`src/rtl/cci_wordline_stream.sv`:
```
// cci_wordline_stream: buffers a victim and an aggressor word line and
// streams the victim out with vertical/diagonal coupling added.
module cci_wordline_stream #(
  parameter int N_CELLS   = 16,
  parameter int VTH_W     = 16,
  parameter int DATA_W    = 32,
  parameter int FRAC      = 12,
  parameter int GAMMA_Y   = 262,
  parameter int GAMMA_XY  = 20,
  parameter int ERASE_REF = 1100
) (
  input  logic              clk,
  input  logic              reset,
  input  logic              cci_enable,
  input  logic              flush,
  input  logic              in_valid,
  output logic              in_ready,
  input  logic [DATA_W-1:0] in_data,
  output logic              out_valid,
  input  logic              out_ready,
  output logic [DATA_W-1:0] out_data,
  output logic              out_last,
  output logic              busy,
  output logic [15:0]       wl_count
);

  localparam int IDX_W = (N_CELLS > 1) ? $clog2(N_CELLS) : 1;
  localparam int TAG_W = DATA_W - VTH_W;
  localparam int ACC_W = VTH_W + FRAC + 2;
  localparam int DLT_W = ACC_W - FRAC;
  localparam int SUM_W = DLT_W + 1;
  localparam logic [IDX_W-1:0] LAST_IDX = IDX_W'(N_CELLS - 1);

  typedef enum logic [1:0] {
    FILL_FIRST,
    FILL_AGG,
    DRAIN,
    DRAIN_FLUSH
  } state_t;

  state_t            state;
  logic [IDX_W-1:0]  idx;
  logic              vsel;
  logic [DATA_W-1:0] mem [2][N_CELLS];

  logic              wr_en;
  logic              wr_buf;
  logic              at_last;
  logic [IDX_W-1:0]  idx_m;
  logic [IDX_W-1:0]  idx_p;
  logic [DATA_W-1:0] vic_word;
  logic [VTH_W-1:0]  dv_c;
  logic [VTH_W-1:0]  dv_l;
  logic [VTH_W-1:0]  dv_r;
  logic [ACC_W-1:0]  acc;
  logic [DLT_W-1:0]  delta;
  logic [SUM_W-1:0]  sum;
  logic [VTH_W-1:0]  vth_out;
  logic [DATA_W-1:0] out_next;
  logic              apply;

  // Aggressor Vth excess above the erased reference, clamped at zero.
  function automatic logic [VTH_W-1:0] excess(input logic [VTH_W-1:0] v);
    logic [VTH_W-1:0] r;
    r = '0;
    if (v > VTH_W'(ERASE_REF))
      r = v - VTH_W'(ERASE_REF);
    return r;
  endfunction

  // Flush wins over an incoming cell while the aggressor is filling.
  always_comb begin
    in_ready = (state == FILL_FIRST) ||
               ((state == FILL_AGG) && !flush);
    wr_en    = in_valid && in_ready;
    wr_buf   = (state == FILL_FIRST) ? vsel : ~vsel;
    at_last  = (idx == LAST_IDX);
    busy     = (state != FILL_FIRST) || (idx != '0);
  end

  // Coupling for the victim cell at idx from its aggressor neighbours.
  always_comb begin
    idx_m    = idx - IDX_W'(1);
    idx_p    = idx + IDX_W'(1);
    vic_word = mem[vsel][idx];
    dv_c     = excess(mem[~vsel][idx][DATA_W-1 -: VTH_W]);
    dv_l     = '0;
    dv_r     = '0;
    if (idx != '0)
      dv_l = excess(mem[~vsel][idx_m][DATA_W-1 -: VTH_W]);
    if (!at_last)
      dv_r = excess(mem[~vsel][idx_p][DATA_W-1 -: VTH_W]);
    acc = ACC_W'(GAMMA_Y) * ACC_W'(dv_c) +
          ACC_W'(GAMMA_XY) * (ACC_W'(dv_l) + ACC_W'(dv_r));
    apply = cci_enable && (state == DRAIN);
    delta = apply ? DLT_W'(acc >> FRAC) : '0;
    sum   = SUM_W'(vic_word[DATA_W-1 -: VTH_W]) + SUM_W'(delta);
    if (sum > SUM_W'({VTH_W{1'b1}}))
      vth_out = '1;
    else
      vth_out = sum[VTH_W-1:0];
    out_next = {vth_out, vic_word[TAG_W-1:0]};
  end

  // Cell storage; the two halves swap roles instead of copying.
  always_ff @(posedge clk) begin
    if (wr_en)
      mem[wr_buf][idx] <= in_data;
  end

  // Fill / drain sequencer with registered stream outputs.
  always_ff @(posedge clk) begin
    if (reset) begin
      state     <= FILL_FIRST;
      idx       <= '0;
      vsel      <= 1'b0;
      out_valid <= 1'b0;
      out_data  <= '0;
      out_last  <= 1'b0;
      wl_count  <= '0;
    end else begin
      unique case (state)
        FILL_FIRST: begin
          if (wr_en) begin
            if (at_last) begin
              idx   <= '0;
              state <= FILL_AGG;
            end else begin
              idx <= idx + IDX_W'(1);
            end
          end
        end
        FILL_AGG: begin
          if (flush) begin
            idx   <= '0;
            state <= DRAIN_FLUSH;
          end else if (wr_en) begin
            if (at_last) begin
              idx   <= '0;
              state <= DRAIN;
            end else begin
              idx <= idx + IDX_W'(1);
            end
          end
        end
        DRAIN, DRAIN_FLUSH: begin
          if (out_valid && out_ready && out_last) begin
            out_valid <= 1'b0;
            out_last  <= 1'b0;
            wl_count  <= wl_count + 16'd1;
            idx       <= '0;
            if (state == DRAIN) begin
              vsel  <= ~vsel;
              state <= FILL_AGG;
            end else begin
              state <= FILL_FIRST;
            end
          end else if (!out_valid || out_ready) begin
            out_valid <= 1'b1;
            out_data  <= out_next;
            out_last  <= at_last;
            idx       <= at_last ? '0 : idx + IDX_W'(1);
          end
        end
        default: state <= FILL_FIRST;
      endcase
    end
  end

endmodule

```
`config.mk`:
```
export PLATFORM = sky130hd
export DESIGN_NAME = cci_wordline_stream
export DESIGN_NICKNAME = d
export VERILOG_FILES = /design/src/rtl/cci_wordline_stream.sv
export SDC_FILE = /design/constraint.sdc
export NUM_CORES = 2
export LEC_CHECK = 0
export CAP_MARGIN = 20
export CORE_MARGIN = 3
export CORE_UTILIZATION = 29
export DETAILED_ROUTE_END_ITERATION = 10
export HOLD_SLACK_MARGIN = 0.1
export PLACE_DENSITY = 0.51
export SLEW_MARGIN = 30
export SYNTH_ARGS = -nofsm -noshare
export SYNTH_HDL_FRONTEND = slang
export SYNTH_SLANG_ARGS = --single-unit
```
`constraint.sdc`:
```
create_clock -name clk -period 11.5 [get_ports clk]
set_input_delay 1.15 -clock clk [delete_from_list [all_inputs] [get_ports clk]]
set_output_delay 1.15 -clock clk [all_outputs]
set_load 0.1 [all_outputs]
```
# Word-level counts from Yosys, hierarchy flattened
# Memory sizes are Yosys's and may differ from the RTL's. A register that Yosys moved wholly into a read port is not among the register bits.
# Cells that the tools add are included.
[op_classes] eq_ne=10 mul=2 bitwise=5 n_reduce_logical=21 addsub=9 muxes=44 n_lt_le_gt_ge=8
[op_table] operator="$bmux W32 S4" count=4
[op_table] operator="$mux W512" count=1
[op_table] operator="$mux W32" count=9
[op_table] operator="$demux W32 S4" count=1
[op_table] operator="$mux W16" count=6
[op_table] operator="$gt A16 B11 Y1 const B" count=3
[op_table] operator="$sub A16 B11 Y16 const B" count=3
[op_table] operator="$add A25 B22 Y26" count=1
[op_table] operator="$mul A8 B16 Y24 const A" count=1
[op_table] operator="$mul A3 B17 Y20 const A" count=1
[op_table] operator="$mux W4" count=5
[op_table] operator="$add A16 B14 Y17" count=1
[op_table] operator="$add A16 B16 Y17" count=1
[op_table] operator="$gt A17 B16 Y1 const B" count=1
[op_table] operator="$add A16 B1 Y16 const B" count=1
[op_table] operator="$ge A5 B5 Y1 const B" count=3
[op_table] operator="$not A4 Y5" count=3
[op_table] operator="$mux W14" count=1
[op_table] operator="$mux W2" count=6
[op_table] operator="$pmux W4 S3" count=1
[op_table] operator="$mux W1" count=9
[op_table] operator="$ne A3 B3 Y1 const B" count=3
[op_table] operator="$logic_and A1 B1 Y1" count=6
[op_table] operator="$ne A2 B2 Y1 const B" count=3
[op_table] operator="other kinds (17)" count=25
[totals] n_memories=1 reg_bits=57 inputBits=38 wordCells=107 ramBits=1024
[memory_table] memory="mem" words=2 word_bits=512 read_ports=2 rd_clocked_by_memory_dff=1 write_ports=1 line_no="44" rtl="logic [DATA_W-1:0] mem [2][N_CELLS];"

# Depth between registers and ports, before layout
[logic_depth] ltp_word=15 mapped_depth=54 mapped_depth_nobuf=48

# Worst setup path after synthesis
# No wires, ideal clock.
[synth_path] kind="register to register" start="register idx[1]" end="register out_data[20]" slack_ns=0.301 path_stages_with_launch=53 setup_time_ns=0.119 period_less_slack_ns=11.199 path_buffers=8 t_arrival_ns=11.080 required_ns=11.381 cell_sequence="dfxtp_1 -> inv_2 -> buf_1 -> clkbuf_1 -> clkbuf_1 -> ha_1 -> buf_2 -> clkinv_1 -> buf_1 -> buf_1 -> mux4_2 -> mux2i_1 -> nand2_1 -> nor2_1 -> nand2_1 -> o21ai_2 -> buf_4 -> nor2_1 -> [... 17 more ...] -> ha_1 -> a21o_1 -> a21oi_1 -> nand2_1 -> a21oi_1 -> o21bai_1 -> a21oi_1 -> xor2_1 -> nor2_1 -> ha_1 -> and3_1 -> a21oi_1 -> o211ai_1 -> a41o_1 -> nand2_1 -> nand2_1 -> clkbuf_1 -> o221a_2"
[synth_via] elab_chain_len=15
[synth_rtl] item="start: declaration" line_no="42" rtl="logic [IDX_W-1:0] idx;"
[synth_rtl] item="start signal: assignment" line_no="129" rtl="idx <= idx + IDX_W'(1);"
[synth_rtl] item="start signal: assignment" line_no="142" rtl="idx <= idx + IDX_W'(1);"
[synth_rtl] item="start signal: assignment" line_no="162" rtl="idx <= at_last ? '0 : idx + IDX_W'(1);"
[synth_rtl] item="$sub A4 B1 Y4 or $add A4 B1 Y4 (tied branches)" line_no="83, 84"
[synth_rtl] item="$not A4 Y5 (on tied branches)" line_no="90, 92"
[synth_rtl] item="$bmux W32 S4 (on tied branches)" line_no="90, 92"
[synth_rtl] item="$mux W32 (on tied branches) (2 in a row)" line_no="90, 92"
[synth_rtl] item="$sub A16 B11 Y16 or $gt A16 B11 Y1 (tied branches)" line_no="67, 66"
[synth_rtl] item="$mux W16" line_no="66" rtl="if (v > VTH_W'(ERASE_REF))"
[synth_rtl] item="$mux W16 (on tied branches)" line_no="89, 91"
[synth_rtl] item="$add A16 B16 Y17" line_no="94" rtl="ACC_W'(GAMMA_XY) * (ACC_W'(dv_l) + ACC_W'(dv_r));"
[synth_rtl] item="$mul A3 B17 Y20" line_no="94"
[synth_rtl] item="$add A25 B22 Y26" line_no="93" rtl="acc = ACC_W'(GAMMA_Y) * ACC_W'(dv_c) +"
[synth_rtl] item="$mux W14" line_no="96" rtl="delta = apply ? DLT_W'(acc >> FRAC) : '0;"
[synth_rtl] item="$add A16 B14 Y17 *" line_no="97" rtl="sum = SUM_W'(vic_word[DATA_W-1 -: VTH_W]) + SUM_W'(delta);"
[synth_rtl] item="$gt A17 B16 Y1" line_no="98" rtl="if (sum > SUM_W'({VTH_W{1'b1}}))"
[synth_rtl] item="$mux W16 *" line_no="98"
[synth_rtl] item="end signal: assignment" line_no="160" rtl="out_data <= out_next;"
[synth_rtl] item="end: declaration" line_no="21" rtl="output logic [DATA_W-1:0] out_data,"
# Mark *: on every way between the ends. The rest lies on a longest branch, timed or not. The select of a mux whose other input is x is not followed.
# A chain may end at the register's enable or synchronous reset.

# Worst setup path after layout
[layout_path] start="register idx[0]" end="register out_data[26]"
# The elaborated chain is that of the path after synthesis.

==> results.toml <==
[drt]
route.antenna.remaining_nets = 0
vias_per_cell = 5.547
first_iter_violations = 3714
firstDrtPassIters = 6
vias = 34080
post-route-drc-count = 0
wl_um = 184600
detail_route.wl_per_cell_um = 30.06

[timing]
slew_violations = 0
relSlewSlack_pct = 29.23
rsz0062_at_grt = "no"
fin_crit_sh_pct = 91.35
setup_viol = 0
max_freq_mhz = 95.19
worst_slew_pin_slew_ns = 1.058
min_period_ns = 10.51
hold_viol_final = 0
finClkSkew_ns = 0.06806
setup_tns_ns = 0

[placed_design]
post-dp-hpwl_um = 114400
place_congestion = 0.8612
dp_cells = 5932
portBuffers = 89

[synth]
synth-edff-count = 1024
ys_types = 90
synthArstFlopShare_pct = 0
ys_warn_count = 0
yosys_most_used_dff = "edfxtp_1"
synth_seq_cells = 1082
netlist_area_um2 = 56590
seq_area_frac_synth_pct = 56.39
syn-num-nets = 3569
synth_cells = 3382
syn_area_per_cell_um2 = 16.73

[cts]
cts_root_buf = "clkbuf_16"
cts_tree = "yes"
hold_buffers = 0
cts_max_level = 3
cts.path.max_buffers = 3
cts_buffers = 115
cts.clk_slew.worst_paths_ns = 0.06
clock_latency_ns = 0.77
cts.sinks = 1082

[global_route]
antenna_found_initial = 14
grt_remaining_overflow = 0
grt_pass1_wl_um = 260500
grt_usage_pct = 18.19
grt_pass1_vias = 34130
grt_max_degree = 122

[run_status]
outcome = "completed"

[floorplanning]
core_area_um2 = 193200
start_util_pct = 29.29
dieArea_um2 = 200500
ios = 90
die_h_um = 447.7
die_w_um = 447.7
fp-row-count = 161

[final_layout]
utilization_pct = 33.54
fin_cells = 6143
final_common_cell = "edfxtp_1"
syn2layout_area_growth_pct = 14.51
final_cell_mix = "edfxtp_1, mux4_2, mux2i_1, nor2_1, ha_1"
nNetsFinal = 3711
drive_gt1_share_pct = 27.52

[critical_path]
slowest_stage = "dfxtp_4"
worstSetupPathType = "reg2reg"
crit_path_end_kind = "register"
crit_arrival_ns = 11.10
cp.required_ns = 12.10
cpMostUsedCell = "ha_1"
startpoint_type = "register"
cp.buffers_inverters = 4
crit_fanout = 16
cpPeakStageDelay_ns = 0.56
path_delay_family = "compound AO/OA/AOI/OAI gates"

[job]
cap_violations = 0

[power]
vdd_ir_drop_max_mv = 0.2429
p_per_area_nw_per_um2 = 197.2
power.leakage_uw = 0.02098

[hold_path]
hold_path.class = "reg2reg"
==> cell usage after synthesis (45+ instances only) <==
| cell type | number | area share, % |
|---|---|---|
| nor3_1 | 47 | 0.42 |
| clkbuf_1 | 83 | 0.55 |
| buf_2 | 45 | 0.40 |
| ha_1 | 136 | 3.0 |
| o21ai_0 | 64 | 0.57 |
| a21oi_1 | 95 | 0.84 |
| edfxtp_1 | 1024 | 54 |
| xnor2_1 | 67 | 1.0 |
| nor2_1 | 211 | 1.4 |
| inv_1 | 76 | 0.50 |
| dfxtp_1 | 58 | 2.1 |
| mux2i_1 | 206 | 3.6 |
| nand2_1 | 130 | 0.86 |
| mux4_2 | 519 | 21 |
==> power breakdown <==
group	total (µW)	internal [µW]	switching (µW)
logic	4560	2000	2560
clock network	3870	2230	1640
registers	4350	4330	14.6
total	12800	8560	4220
==> routing by layer <==
layer | vias to the layer above | wire length, µm | GRT usage [%]
li1 | 14240 | - | -
met1 | 18170 | 78430 | 24.77
met2 | 1383 | 88320 | 29.86
met3 | 277 | 12180 | 3.209
met4 | 4 | 5682 | 5.055
met5 | - | 27 | 0
==> sequential cells by signal, summed over array words and instances, names as in the netlist, named ones only <==
register and cells:
idx 4, mem 1024, out_data 32, out_last 1
out_valid 1, state 2, vsel 1, wl_count 16
==> metrics by stage <==
step	area [µm²]	hold WS, ns	setup slack (ns)	total power (µW)
3_5_place_dp	60940	0.4948	0.5466	8998
6_report	64800	0.4999	0.9949	12780
3_3_place_gp	60930	0.4783	0.5045	9021
2_1_floorplan	56590	0.5197	0.3005	7919
4_1_cts	64850	0.5036	0.5165	12900
5_1_grt	64800	0.5316	0.1357	13630
==> cell families (layout without fill, tap and decap cells) <==
logic type	Yosys count	in the layout	synth area share [%]
simple gates	568	568	4.705
mux	782	782	26.17
fa+ha+maj	149	149	3.467
other cells	0	1	0
flops	1082	1082	56.39
xor+xnor	103	103	1.607
buf+inv	287	521	2.717
compound gates	411	411	4.946
==> worst paths after layout <==
check,cells past startpoint,endpoint,slack (ns),start
worst max register to register,49,out_data[26],0.99,idx[0]
worst max-delay path,49,out_data[26],0.99,idx[0]
worst min-delay path,2,out_last,0.50,out_last
worst min register to register,2,out_last,0.50,out_last
==> cell type report <==
| cell class | instances | area [µm²] |
|---|---|---|
| Clock inverter | 73 | 955.9 |
| Inverter | 85 | 326.6 |
| Fill cell | 18320 | 128400 |
| Sequential cell | 1082 | 31930 |
| Clock buffer | 136 | 2958 |
| Antenna cell | 1 | 2.502 |
| Multi-Input combinational cell | 2013 | 23490 |
| Timing Repair Buffer | 227 | 1976 |
| Tap cell | 2526 | 3161 |
==> worst min-delay path, delay by kind of cell, from the launching register on <==
kind               cells  cell delay [ns]
AOI/OAI and AO/OA      2             0.13
DFF                    1             0.32
==> what timing repair did <==
| action | 4_1_cts | 5_1_grt |
|---|---|---|
| endpoints found under the setup margin | 0 | 16 |
| buffers inserted | 0 | 1 |
| resized for setup | 0 | 8 |
| endpoints found under the hold margin | 0 | 0 |
(Power assumes the default switching activity.)
